## config.mk

```make
export PLATFORM = sky130hd
export DESIGN_NAME = collision_detector_flat
export DESIGN_NICKNAME = d
export VERILOG_FILES = /design/src/rtl/collision_detector_if.sv /design/src/rtl/collision_detector.sv /design/src/flat_wrapper.sv
export SDC_FILE = /design/constraint.sdc
export NUM_CORES = 1
export LEC_CHECK = 0
export ABC_AREA = 1
export CAP_MARGIN = 40
export CORE_MARGIN = 2
export CORE_UTILIZATION = 49
export DETAILED_ROUTE_END_ITERATION = 7
export HOLD_SLACK_MARGIN = 0.03
export PLACE_DENSITY = 0.83
export SETUP_SLACK_MARGIN = 0.15
export SYNTH_ARGS = -nofsm -noshare
export SYNTH_HDL_FRONTEND = slang
export SYNTH_SLANG_ARGS = --single-unit
```

## constraint.sdc

```tcl
create_clock -name i_clk -period 3.2 [get_ports i_clk]
set_clock_uncertainty 0.05 [all_clocks]
set_input_delay 0.64 -clock i_clk [delete_from_list [all_inputs] [get_ports i_clk]]
set_output_delay 0.64 -clock i_clk [all_outputs]
set_load 0.01 [all_outputs]
```

## src/rtl/collision_detector_if.sv

```systemverilog
// Obstacle select bus: the detector drives the index, an external mux returns that obstacle's box.
// Latency: combinational; the box must be valid in the same cycle as obs_sel.
// Backpressure: none; the detector reads one box per cycle while scanning.
interface collision_detector_if #(
    parameter int IDX_W = 2
);
    logic [IDX_W-1:0] obs_sel;
    logic [11:0]      obs_x1;
    logic [11:0]      obs_x2;
    logic [11:0]      obs_y1;
    logic [11:0]      obs_y2;

    // Detector side: drives the select, reads the chosen box
    modport master (
        output obs_sel,
        input  obs_x1,
        input  obs_x2,
        input  obs_y1,
        input  obs_y2
    );

    // Mux side: reads the select, returns the chosen box
    modport slave (
        input  obs_sel,
        output obs_x1,
        output obs_x2,
        output obs_y1,
        output obs_y2
    );
endinterface

```

## src/rtl/collision_detector.sv

```systemverilog
// Per-frame dino/obstacle overlap scan with consecutive-frame hit filtering and sticky game-over.
// Latency: strobe at T, scan T+1..T+N_OBS, decide at T+N_OBS+1, results visible at T+N_OBS+2.
// Backpressure: strobes arriving while busy or after game-over are dropped, not queued.
module collision_detector #(
    parameter int N_OBS      = 3,
    parameter int IDX_W      = 2,
    parameter int HIT_FRAMES = 2,
    parameter int MARGIN     = 2
) (
    input  logic                 i_clk,
    input  logic                 i_rst,
    input  logic                 i_ani_stb,
    input  logic                 i_animate,
    input  logic                 i_grace,
    input  logic [11:0]          i_dino_x1,
    input  logic [11:0]          i_dino_x2,
    input  logic [11:0]          i_dino_y1,
    input  logic [11:0]          i_dino_y2,
    collision_detector_if.master obs,
    output logic                 o_busy,
    output logic                 o_hit,
    output logic                 o_game_over,
    output logic [IDX_W-1:0]     o_hit_idx
);

    localparam int CNT_W = (HIT_FRAMES < 1) ? 1 : $clog2(HIT_FRAMES + 1);
    localparam logic [IDX_W-1:0]   LAST_IDX   = IDX_W'(N_OBS - 1);
    localparam logic [CNT_W:0]     HIT_LIMIT  = (CNT_W + 1)'(HIT_FRAMES);
    // One bit wider than the 13-bit signed compare so dino +/- MARGIN cannot wrap.
    localparam logic signed [13:0] MARGIN_S   = 14'(MARGIN);

    typedef enum logic [1:0] {
        ST_IDLE = 2'd0,
        ST_SCAN = 2'd1,
        ST_DONE = 2'd2
    } state_t;

    state_t           state_q, state_d;
    logic [IDX_W-1:0] sel_q, sel_d;
    logic [11:0]      dx1_q, dx1_d;
    logic [11:0]      dx2_q, dx2_d;
    logic [11:0]      dy1_q, dy1_d;
    logic [11:0]      dy2_q, dy2_d;
    logic             frame_hit_q, frame_hit_d;
    logic [IDX_W-1:0] first_idx_q, first_idx_d;
    logic [CNT_W-1:0] cnt_q, cnt_d;
    logic             hit_q, hit_d;
    logic             game_over_q, game_over_d;
    logic [IDX_W-1:0] hit_idx_q, hit_idx_d;

    logic signed [13:0] ox1_s, ox2_s, oy1_s, oy2_s;
    logic signed [13:0] dx1_s, dx2_s, dy1_s, dy2_s;
    logic               box_overlap;
    logic [CNT_W:0]     cnt_inc;

    // Overlap of the currently selected obstacle against the shrunken dino snapshot
    always_comb begin
        ox1_s = {{2{obs.obs_x1[11]}}, obs.obs_x1};
        ox2_s = {{2{obs.obs_x2[11]}}, obs.obs_x2};
        oy1_s = {{2{obs.obs_y1[11]}}, obs.obs_y1};
        oy2_s = {{2{obs.obs_y2[11]}}, obs.obs_y2};
        dx1_s = {2'b00, dx1_q};
        dx2_s = {2'b00, dx2_q};
        dy1_s = {2'b00, dy1_q};
        dy2_s = {2'b00, dy2_q};
        // Strict compares: boxes that only touch after shrinking do not collide.
        box_overlap = (ox1_s < (dx2_s - MARGIN_S)) &&
                      (ox2_s > (dx1_s + MARGIN_S)) &&
                      (oy1_s < (dy2_s - MARGIN_S)) &&
                      (oy2_s > (dy1_s + MARGIN_S));
    end

    // FSM next state, scan bookkeeping and per-frame hit decision
    always_comb begin
        state_d     = state_q;
        sel_d       = sel_q;
        dx1_d       = dx1_q;
        dx2_d       = dx2_q;
        dy1_d       = dy1_q;
        dy2_d       = dy2_q;
        frame_hit_d = frame_hit_q;
        first_idx_d = first_idx_q;
        cnt_d       = cnt_q;
        hit_d       = 1'b0;
        game_over_d = game_over_q;
        hit_idx_d   = hit_idx_q;
        cnt_inc     = {1'b0, cnt_q} + (CNT_W + 1)'(1);

        case (state_q)
            ST_IDLE: begin
                sel_d = '0;
                if (i_ani_stb && i_animate && !game_over_q) begin
                    // Snapshot the dino so it cannot move underneath the scan.
                    dx1_d       = i_dino_x1;
                    dx2_d       = i_dino_x2;
                    dy1_d       = i_dino_y1;
                    dy2_d       = i_dino_y2;
                    frame_hit_d = 1'b0;
                    first_idx_d = '0;
                    state_d     = ST_SCAN;
                end
            end

            ST_SCAN: begin
                // Only the first overlapping index is kept, i.e. the lowest one.
                if (box_overlap && !frame_hit_q) begin
                    frame_hit_d = 1'b1;
                    first_idx_d = sel_q;
                end
                if (sel_q == LAST_IDX) begin
                    sel_d   = '0;
                    state_d = ST_DONE;
                end else begin
                    sel_d = sel_q + IDX_W'(1);
                end
            end

            ST_DONE: begin
                if (frame_hit_q && !i_grace) begin
                    if (cnt_inc >= HIT_LIMIT) begin
                        cnt_d       = CNT_W'(HIT_FRAMES);
                        hit_d       = 1'b1;
                        game_over_d = 1'b1;
                        hit_idx_d   = first_idx_q;
                    end else begin
                        cnt_d = cnt_inc[CNT_W-1:0];
                    end
                end else begin
                    // A clear frame or a grace frame breaks the consecutive run.
                    cnt_d = '0;
                end
                state_d = ST_IDLE;
            end

            default: begin
                state_d = ST_IDLE;
                sel_d   = '0;
            end
        endcase
    end

    // State and result registers; reset also aborts any scan in flight
    always_ff @(posedge i_clk) begin
        if (i_rst) begin
            state_q     <= ST_IDLE;
            sel_q       <= '0;
            dx1_q       <= '0;
            dx2_q       <= '0;
            dy1_q       <= '0;
            dy2_q       <= '0;
            frame_hit_q <= 1'b0;
            first_idx_q <= '0;
            cnt_q       <= '0;
            hit_q       <= 1'b0;
            game_over_q <= 1'b0;
            hit_idx_q   <= '0;
        end else begin
            state_q     <= state_d;
            sel_q       <= sel_d;
            dx1_q       <= dx1_d;
            dx2_q       <= dx2_d;
            dy1_q       <= dy1_d;
            dy2_q       <= dy2_d;
            frame_hit_q <= frame_hit_d;
            first_idx_q <= first_idx_d;
            cnt_q       <= cnt_d;
            hit_q       <= hit_d;
            game_over_q <= game_over_d;
            hit_idx_q   <= hit_idx_d;
        end
    end

    assign obs.obs_sel  = sel_q;
    assign o_busy       = (state_q != ST_IDLE);
    assign o_hit        = hit_q;
    assign o_game_over  = game_over_q;
    assign o_hit_idx    = hit_idx_q;

endmodule

```

## src/flat_wrapper.sv

```systemverilog
// flat-port wrapper written by rule: the top's interface ports become plain ports
module collision_detector_flat 
#(
    parameter int N_OBS      = 3,
    parameter int IDX_W      = 2,
    parameter int HIT_FRAMES = 2,
    parameter int MARGIN     = 2
)
  (i_clk, i_rst, i_ani_stb, i_animate, i_grace, i_dino_x1, i_dino_x2, i_dino_y1, i_dino_y2, o_busy, o_hit, o_game_over, o_hit_idx, obs_obs_sel, obs_obs_x1, obs_obs_x2, obs_obs_y1, obs_obs_y2);
  collision_detector_if #(.IDX_W(IDX_W)) obs_i ();
  input  logic i_clk;
  input  logic i_rst;
  input  logic i_ani_stb;
  input  logic i_animate;
  input  logic i_grace;
  input  logic [11:0] i_dino_x1;
  input  logic [11:0] i_dino_x2;
  input  logic [11:0] i_dino_y1;
  input  logic [11:0] i_dino_y2;
  output logic o_busy;
  output logic o_hit;
  output logic o_game_over;
  output logic [IDX_W-1:0] o_hit_idx;
  output wire logic [$bits(obs_i.obs_sel)-1:0] obs_obs_sel;
  input wire logic [$bits(obs_i.obs_x1)-1:0] obs_obs_x1;
  input wire logic [$bits(obs_i.obs_x2)-1:0] obs_obs_x2;
  input wire logic [$bits(obs_i.obs_y1)-1:0] obs_obs_y1;
  input wire logic [$bits(obs_i.obs_y2)-1:0] obs_obs_y2;
  assign obs_obs_sel = obs_i.obs_sel;
  assign obs_i.obs_x1 = obs_obs_x1;
  assign obs_i.obs_x2 = obs_obs_x2;
  assign obs_i.obs_y1 = obs_obs_y1;
  assign obs_i.obs_y2 = obs_obs_y2;
  collision_detector #(.N_OBS(N_OBS), .IDX_W(IDX_W), .HIT_FRAMES(HIT_FRAMES), .MARGIN(MARGIN)) u_core (.i_clk(i_clk), .i_rst(i_rst), .i_ani_stb(i_ani_stb), .i_animate(i_animate), .i_grace(i_grace), .i_dino_x1(i_dino_x1), .i_dino_x2(i_dino_x2), .i_dino_y1(i_dino_y1), .i_dino_y2(i_dino_y2), .obs(obs_i), .o_busy(o_busy), .o_hit(o_hit), .o_game_over(o_game_over), .o_hit_idx(o_hit_idx));
endmodule
```

# Yosys cells after proc, flatten, opt, wreduce, memory -nomap -nowiden
# Index checks and enable logic that the tools add are counted.
# word_totals
out_inout_bits	7
latchBits	0
inputBits	101
register_bits	61
ram_bits	0
mem_bits_ro	0
n_memories	0
# op_classes
eq_ne	6
reduce_logical	18
bitwise_logic	2
add_sub_neg	6
n_mux	14
div	0
n_shift	0
order_cmp	5
n_mul	0
# op_table
operator	count
$gt 12x14->1	2
$add 12x2->13 const B	2
$lt 12x13->1	2
$sub 12x2->13 const B	2
$mux 2	7
$pmux 2 s2	3
$logic_and 1x1->1	7
$ne 2x1->1 const B	3
$reduce_and 3->1	2
$eq 2x2->1 const B	2
$reduce_and 2->1	2
$reduce_bool 2->1	2
$add 2x1->3 const B	1
$ge 3x2->1 const B	1
$logic_not 1->1	3
$mux 1	3
$reduce_or 3->1	1
$add 2x1->2 const B	1
$eq 2x1->1 const B	1
$logic_not 2->1	1
$not 1->1	2
$pmux 1 s2	1

# Depth between registers and ports, before layout
# Gate-level depths: netlist of the first run.
# depth
ltp_word	8
ltp_mapped	21

# Least setup slack after synthesis of the first run
# Ideal clock, no wire load.
# synth_timing
kind	register -> register
start	register u_core.dx2_q[3]
end	register u_core.first_idx_q[0]
path_slack_ns	0.452
t_arrival_ns	2.583
synth_period_minus_slack_ns	2.748
path_buffers	0
required_ns	3.035
setup_time_ns	0.115
stages_incl_launch_ff	19
path_cell_list	dfxtp_1 nor2_2 nand2_1 or3_4 nor3_4 nand3_2 or3_1 ha_1 nand2_1 nor2_1 nand2_1 nor2_1 nand2_1 nand3b_1 nand2_1 nor2_1 nand2_2 a21oi_1 nor2_1
# synth_between
elab_chain_cells	8
# synth_rtl
element	line_no	text
from (decl)	collision_detector.sv:41	logic [11:0] dx2_q, dx2_d;
from (signal assigned)	collision_detector.sv:148	dx2_q <= '0;
from (signal assigned)	collision_detector.sv:161	dx2_q <= dx2_d;
$sub 12x2->13	collision_detector.sv:67	box_overlap = (ox1_s < (dx2_s - MARGIN_S)) &&
$lt 12x13->1	collision_detector.sv:67	
$logic_and 1x1->1	collision_detector.sv:67	
$logic_and 1x1->1	collision_detector.sv:68	(ox2_s > (dx1_s + MARGIN_S)) &&
$logic_and 1x1->1	collision_detector.sv:69	(oy1_s < (dy2_s - MARGIN_S)) &&
$logic_and 1x1->1	collision_detector.sv:106	if (box_overlap && !frame_hit_q) begin
$ne 2x1->1 (no line)	-	
$reduce_and 3->1 (no line)	-	
to (signal assigned)	collision_detector.sv:165	first_idx_q <= first_idx_d;
to (decl)	collision_detector.sv:45	logic [IDX_W-1:0] first_idx_q, first_idx_d;
# Every way passes these cells.
# A chain may end at the register's enable or synchronous reset.

# Worst setup path after layout of the first run
# layout_timing
start	register u_core.dx2_q[2]
end	register u_core.first_idx_q[0]
# The elaborated chain is that of the path after synthesis.

==> run summary, run 1 <==
In this run the core area contains 33 standard-cell rows. Routed via count: 4014. Final cycle utilization of the critical path: 93.13%. The die is 94.85 um tall.

The first global-routing pass estimated 16.44 mm of wire. Counting distinct cell types in the post-synthesis netlist gives 31. Total congestion overflow: 0. The master of the slowest instance on the critical path is or3_4.

The worst hold path belongs to the class reg -> reg. The largest single stage delay on the critical path is 0.36 ns. In this run, post-CTS hold repair placed 0 buffers. Measured against its own limit, the worst slew margin works out to 63.13%. In this run the critical register-to-register path is captured at u_core.first_idx_q[0]. The tools report the HPWL after detailed placement as 7.637 mm. The sequential-to-total area share from yosys stat was 30.20%; the number of nets produced by synthesis was 732.

The leakage power summed over all cells is 0.002372 uW. The number of iterations in the first detailed-routing pass is 4, and the power per cell area is 400.5 nW/um^2. The maximum clock frequency is 335.6 MHz, and the total global routing track utilization is 22.76%.

Routed length per instance: 12.67 um. The relative area change from synthesis to final layout came out at 36.17%. Cell depth of the worst setup path: 18. The first routing iteration left 104 violations. Counting flops with a built-in enable in the synthesized netlist gives 0. Setup repair after global routing left no endpoint under its margin. The number of global-route vias before repair came out at 3926.

The standard cell core area was 8093 sq um; the initial antenna violation count was 0. Critical path's top delay family: simple AND/OR/NAND/NOR gates. In this run the most critical hold path is launched from u_core.cnt_q[0]. The clock tree synthesis step divided the H-tree into 3 levels. The cell at the root of the clock tree is clkbuf_8. The dominant synthesized flop cell was dfxtp_1.

TritonCTS built the clock tree. In the final layout, the share of cells above drive strength 1 is 7.670%. For this run, asynchronously set or reset flops after synthesis account for 0%. Setup violations remaining at the end of the flow were counted as 0. For the weighted congestion at the end of routability-driven global placement, the log shows 0.8749. Counting tap cells, the placed design contains a total of 778 instances. The cell area reported after detailed placement is 5204 sq um. For the number of standard cells in the final layout excluding fillers, the log shows 796. The worst register-to-register path begins at u_core.dx2_q[2]. The worst endpoint required time was 3.37 ns; the number of slew-limit violations in the final report was 0. The share of synthesized area in the top cell type comes to 30.20%. During synthesis, Yosys emitted a total of 0 warnings.

By count the netlist is led by 113 x nor2_1, 104 x nand2_1, 61 x dfxtp_1, 53 x inv_1, 52 x ha_1. The post-synthesis instance area is 4044 sq um, and the gate count after technology mapping is 579. For the largest net degree at the start of global routing, the log shows 66. For this configuration, the core starts out at a cell density of 49.97%. For the pin with the worst max-slew slack, the measured transition is 0.5530 ns. The number of buffers and inverters on the critical path is 0.

In this run, synthesis produced a sequential element count of 61. The clock insertion delay at the later pin of the skew report was 0.33 ns. The tools report the final antenna-violating net count as 0. The number of antenna diodes in the final layout is 0. After clock tree synthesis, the clock-pin slew on the worst setup and hold paths is 0.06 ns.

Mean instance size in the synthesized netlist: 6.984 sq um. Counting along the longest clock path gives a buffer depth of 2. The maximum vdd ir drop is 232.7 uV, and the number of buffers added on ports is 107. The critical path class was reg -> reg. For the count of filler cells inserted in the layout, the log shows 697. The logs give 0 for the max-cap check violation count and 0 for the number of remaining DRC errors.

nor2_1 is the most common cell in the netlist. The endpoint arrival time on the critical path is 3.15 ns, and the number of cells traversed by the worst register-to-register path is 18. Traced cell by cell, the critical path runs through nor2_2 > nand2_1 > or3_4 > nor3_4 > nand3_2 > or3_4 > ha_4 > nand2_1 > nor2_2 > nand2_1 > nor2_1 > nand2_1 > nand3b_1 > nand2_2 > nor2_4 > nand2_2 > a21oi_1 > nor2_1. Dividing the detail-routed via count by the number of cells gives 5.043. The slack of the worst reg-to-reg path was 0.22 ns. Measured along the x axis, the die boundary spans 94.85 um. For the final routed database, the setup TNS stands at 0 ns. The total number of clock tree sinks came out at 61. The worst hold path depth was 2. For the number of failing hold endpoints at the final stage, the log shows 0. Sorting the synthesized cells by area gives the leading types as dfxtp_1 30%, ha_1 16%, nor2_1 10%. Post-synthesis cell type with the largest combined area: dfxtp_1. The floorplan step defined a die boundary enclosing 8996 sq um. After layout, the minimum clock period comes to 2.980 ns. The net count of the finished layout is 840.

After detailed routing, the total wire length is 10.09 mm. The run gives 108 as the I/O pin count. The summed area of non-filler cells in the final layout was 5507 sq um. Startpoint type of the worst setup path: a flop. The tools report the sort of element at the end of the critical path as a flop. The tools report the endpoint of the worst hold-timing path as u_core.cnt_q[0].

Of all nets on the critical path, the largest fanout is 4. TritonCTS created 9 clock buffers. The flow ran to the end, and the final reports show no timing, DRC or antenna violations.

Among the stages of the critical path, the cell type that occurs most often is nand2_1.
[cell families after synthesis]
| family | count (synthesis) | synth area share [%] |
|---|---|---|
| buffers and inverters | 71 | 6.714 |
| xor gates and xnor gates | 34 | 7.364 |
| AOI/OAI and AO/OA | 94 | 11.91 |
| DFF | 61 | 30.20 |
| adders and majority gates | 52 | 16.09 |
| and+or+nand+nor | 267 | 27.72 |
[area by class of cell]
cell class | instances | area, sq um | share of cell area, %
inverters | 55 | 206.4 | 3.749
repair buffers | 113 | 1116 | 20.27
flip-flops and latches | 61 | 1225 | 22.24
well taps | 105 | 131.4 | 2.386
clock inverters | 1 | 5.005 | 0.09089
multi-input cells | 447 | 2650 | 48.13
clock buffers | 14 | 172.7 | 3.136
[repair_timing]
action | CTS | global route
setup endpoints to repair | 2 | 3
hold endpoints to repair | 0 | 0
cloned | 0 | 0
buffers inserted | 0 | 3
pin swaps | 0 | 9
resized for setup | 3 | 20
[layout by cell type, fill, tap and decap left out, types with 6 or more instances in the layout]
master           netlist  final
nor2_1               113    109
buf_4                  0      6
clkdlybuf4s50_1        0    107
nand2_1              104    101
nor2_2                 5      6
o21ai_0               51     51
a21oi_1               38     37
dfxtp_1               61     58
xnor2_1               10     10
ha_1                  52     50
xor2_1                24     24
inv_1                 53     53
nand3_1               18     18
clkbuf_8               0     12
[worst min-delay path, delay by kind of cell (launching register included)]
| family | cells | cell delay [ns] |
|---|---|---|
| AND/OR/NAND/NOR | 1 | 0.06 |
| AO/OA/AOI/OAI | 1 | 0.05 |
| flip-flops | 1 | 0.31 |
[state kept, by name (all words and copies together), names as in the netlist]
| register | flops |
|---|---|
| u_core.cnt_q | 2 |
| u_core.dx1_q | 12 |
| u_core.dx2_q | 12 |
| u_core.dy1_q | 12 |
| u_core.dy2_q | 12 |
| u_core.first_idx_q | 2 |
| u_core.frame_hit_q | 1 |
| u_core.o_game_over | 1 |
| u_core.o_hit | 1 |
| u_core.o_hit_idx | 2 |
| u_core.obs.obs_sel | 2 |
| u_core.state_q | 2 |
[routing by layer]
layer | GRT usage [%] | routed length [um] | vias to the layer above
li1 | - | - | 2091
met1 | 26.88 | 4521 | 1826
met3 | 2.873 | 380 | 12
met2 | 42.08 | 5048 | 85
met4 | 7.850 | 138 | 0
met5 | 0 | 0 | -
[report_power, final]
group,internal [uW],switching (uW)
clock,340,273
sequential,811,49.6
combinational,366,366
[stage by stage]
stage               worst slack (ns)  hold slack (ns)  total power [uW]  utilization [%]
finish                        0.2199           0.4197              2205            68.04
global route                 0.05718           0.4554              2358            68.04
CTS                           0.1702           0.4196              2171            66.71
detailed placement            0.1505           0.4100              1546            64.30
global placement              0.3210           0.4091              1509            64.30
floorplan                     0.4522           0.3944              1302                -
[how the worst max path moves through the flow]
| stage | start | endpoint | slack, ns |
|---|---|---|---|
| after floorplan | u_core.dx2_q[3] | u_core.first_idx_q[0] | 0.45 |
| after global placement | u_core.dx2_q[3] | u_core.first_idx_q[0] | 0.32 |
| after detailed placement | u_core.dy2_q[3] | u_core.first_idx_q[0] | 0.15 |
| after CTS | u_core.dy2_q[3] | u_core.first_idx_q[0] | 0.17 |
| after global routing | u_core.dx2_q[3] | u_core.first_idx_q[0] | 0.06 |
| final | u_core.dx2_q[2] | u_core.first_idx_q[0] | 0.22 |
(Power assumes the default switching activity.)
==> run 2: changes to the inputs <==
Settings changed: CAP_MARGIN 40 to unset, RECOVER_POWER set to 25.
==> run 2 against run 1 <==
Net effect:
- clock power is essentially flat
- worst setup slack is essentially flat
- via count shrank 0.15%
- first-iteration DRC count is the same
- largest cell class unchanged
- cell count is the same
- routed wire length shrank 0.16%
- critical path type unchanged
- non-clock buffer count is the same
==> run summary, run 2 (synthesis gave the netlist of run 1 again) <==
TritonCTS built the clock tree. The vias per cell works out to 5.035 (-0.15%). For the post-route worst setup slack, the log shows 0.2198 ns (-0.00009800 ns). STA classifies the critical path endpoint as a flop. The tools report the cell at the root of the clock tree as clkbuf_8. The critical path goes through nor2_2 > nand2_1 > or3_4 > nor3_4 > nand3_2 > or3_4 > ha_4 > nand2_1 > nor2_2 > nand2_1 > nor2_1 > nand2_1 > nand3b_1 > nand2_2 > nor2_4 > nand2_2 > a21oi_1 > nor2_1. The number of CTS-inserted buffers was 9 (unchanged); the final wirelength was 10.07 mm (-0.16%). Worst endpoint required time: 3.37 ns (about the same). For the initial antenna violation count, the log shows 0 (unchanged). The flow ran to the end, and the final reports show no timing, DRC or antenna violations. In this design, the critical path's most frequently occurring cell is nand2_1.

The leakage power summed over all cells was 0.002386 uW (+0.63%); the final cycle utilization of the critical path was 93.13% (about the same). For the number of iterations in the first detailed-routing pass, the log shows 4 (unchanged). The die boundary height is 94.85 um (unchanged), and the number of slew-limit violations in the final report is 0 (unchanged). The worst hold path class was reg -> reg. Initial core utilization: 49.97% (unchanged). Startpoint of the worst register-to-register path: u_core.dx2_q[2]. The endpoint arrival time on the critical path came out at 3.15 ns (about the same). The area of the die was 8996 sq um (unchanged); the worst slew margin relative to its limit was 63.19% (about the same). Power per cell area: 400.3 nW/um^2 (about the same). The maximum clock frequency is 335.6 MHz (about the same). The worst setup path is launched from a flop.

The transition time at the pin with the least slew margin is 0.5522 ns (-0.0008035 ns). The cell area reported after detailed placement is 5204 sq um (unchanged). The final-stage net count is 840 (unchanged), and the total number of clock tree sinks is 61 (unchanged). The relative area change from synthesis to final layout works out to 36.17% (unchanged). The master of the slowest instance on the critical path is or3_4.

The run gives 4008 (-0.15%) as the routed via count. The end of the worst register-to-register path is u_core.first_idx_q[0]. The run gives 0.8749 (unchanged) as the weighted congestion at the end of routability-driven global placement.

The H-tree depth reported by CTS was 3 (unchanged). The total congestion overflow is 0 (unchanged). The summed negative setup slack over all endpoints was 0 ns (unchanged).

The count of filler cells inserted in the layout is 697 (unchanged). The horizontal die dimension is 94.85 um (unchanged), and the max-cap check violation count is 0 (unchanged). Number of remaining DRC errors: 0 (unchanged).

The library cells used most frequently in the layout, excluding fill and tap cells, are 109 x nor2_1, 101 x nand2_1, 101 x clkdlybuf4s50_1. The antenna diode count was 0 (unchanged). The number of failing hold endpoints at the final stage was 0 (unchanged). The run gives 0.1505 ns (unchanged) as the pre-CTS setup slack. Setup repair after global routing left no endpoint under its margin. The longest individual stage delay on the worst path was 0.36 ns (about the same); the final antenna-violating net count was 0 (unchanged). The time the worst path needs with I/O delays and setup is 2.980 ns (+0.00009800 ns), and the placement row count is 33 (unchanged).

The tools report the final number of setup-violating endpoints as 0 (unchanged). The fraction of final layout cells sized beyond drive strength 1 is 7.670% (unchanged), and the first-pass GRT wire length is 16.44 mm (unchanged). The HPWL after detailed placement was 7.637 mm (unchanged); the standard cell core area was 8093 sq um (unchanged).

The run gives 22.76% (unchanged) as the total global routing track utilization. The critical path starts at u_core.dx2_q[2]. The clock insertion delay at the later pin of the skew report was 0.33 ns (about the same); the total area of sequential cells was 1225 sq um (unchanged). The critical path ends at u_core.first_idx_q[0]. The number of global-route vias before repair came out at 3926 (unchanged). Leaving out fill and tap cells, the most frequent cell in the layout is nor2_1. The number of buffers on the longest clock path was 2 (unchanged). The run gives 5507 sq um (unchanged) as the summed area of non-filler cells in the final layout.

Slack of the worst reg-to-reg path: 0.22 ns (about the same). The number of cells traversed by the worst register-to-register path came out at 18 (unchanged). Largest net degree at the start of global routing: 66 (unchanged). The logs give 2650 sq um (unchanged) for the multi-input logic area and 104 (unchanged) for the initial DRC count. The clock transition at the registers of the reported paths was 0.06 ns (about the same). The critical path class is reg -> reg. The routed length per instance is 12.65 um (-0.16%). The number of buffers added on ports works out to 107 (unchanged). For the I/O pin count, the log shows 108 (unchanged). The maximum vdd ir drop is 232.6 uV (about the same). The biggest fanout along the worst timing path works out to 4 (unchanged).
==> run 2: cell count changes in the layout (fill, tap and decap cells not counted), sizes merged <==
cell	delta
clkdlybuf4s50	-6
dlygate4sd3	+6
==> run 2: critical path: cells and delay by family, from the launching register on <==
kind | cells | cell delay, ns
flops | 1 | 0.33
compound gates | 1 | 0.13
simple gates | 16 | 2.06
fa+ha+maj | 1 | 0.29
==> run 2: power breakdown <==
group | internal, uW | switching, uW | total, uW
Combinational | 366 | 366 | 732
Sequential | 811 | 49.6 | 860
Clock | 340 | 273 | 613
Total | 1520 | 688 | 2200
==> run 2: layout make-up <==
class / instances / area share (%)
clock inverters: 1 / 0.09089
repair buffers: 113 / 20.27
flip-flops and latches: 61 / 22.24
well taps: 105 / 2.386
clock buffers: 14 / 3.136
multi-input cells: 447 / 48.13
inverters: 55 / 3.749
==> run 2: through the flow <==
stage	std cells	hold WS, ns	total power, uW	util [%]
2_1_floorplan	579	0.3944	1302	-
3_3_place_gp	778	0.4091	1509	64.30
3_5_place_dp	778	0.4100	1546	64.30
4_1_cts	793	0.4196	2171	66.71
5_1_grt	796	0.4554	2358	68.04
6_report	796	0.4197	2204	68.04
==> run 2: per-layer routing <==
| metal | part of all wire, % | global-route usage [%] | up-vias |
|---|---|---|---|
| met1 | 45 | 26.88 | 1820 |
| met5 | 0 | 0 | - |
| met4 | 1.4 | 7.850 | 0 |
| met2 | 50 | 42.08 | 85 |
| met3 | 3.8 | 2.873 | 12 |
| li1 | - | - | 2091 |
==> run 2: what timing repair did <==
action | CTS | global route
resized for setup | 3 | 20
pin swaps | 0 | 9
setup endpoints to repair | 2 | 3
hold buffers | 0 | 0
setup buffers | 0 | 3
==> run 2: how the worst min path moves through the flow <==
stage | start | endpoint | slack [ns] | cells after the start
final | u_core.cnt_q[0] | u_core.cnt_q[0] | 0.42 | 2
after floorplan | u_core.cnt_q[1] | u_core.cnt_q[1] | 0.39 | 2
after global routing | u_core.cnt_q[0] | u_core.cnt_q[0] | 0.46 | 2
after detailed placement | u_core.cnt_q[0] | u_core.cnt_q[0] | 0.41 | 2
after global placement | u_core.cnt_q[0] | u_core.cnt_q[0] | 0.41 | 2
after CTS | u_core.cnt_q[0] | u_core.cnt_q[0] | 0.42 | 2
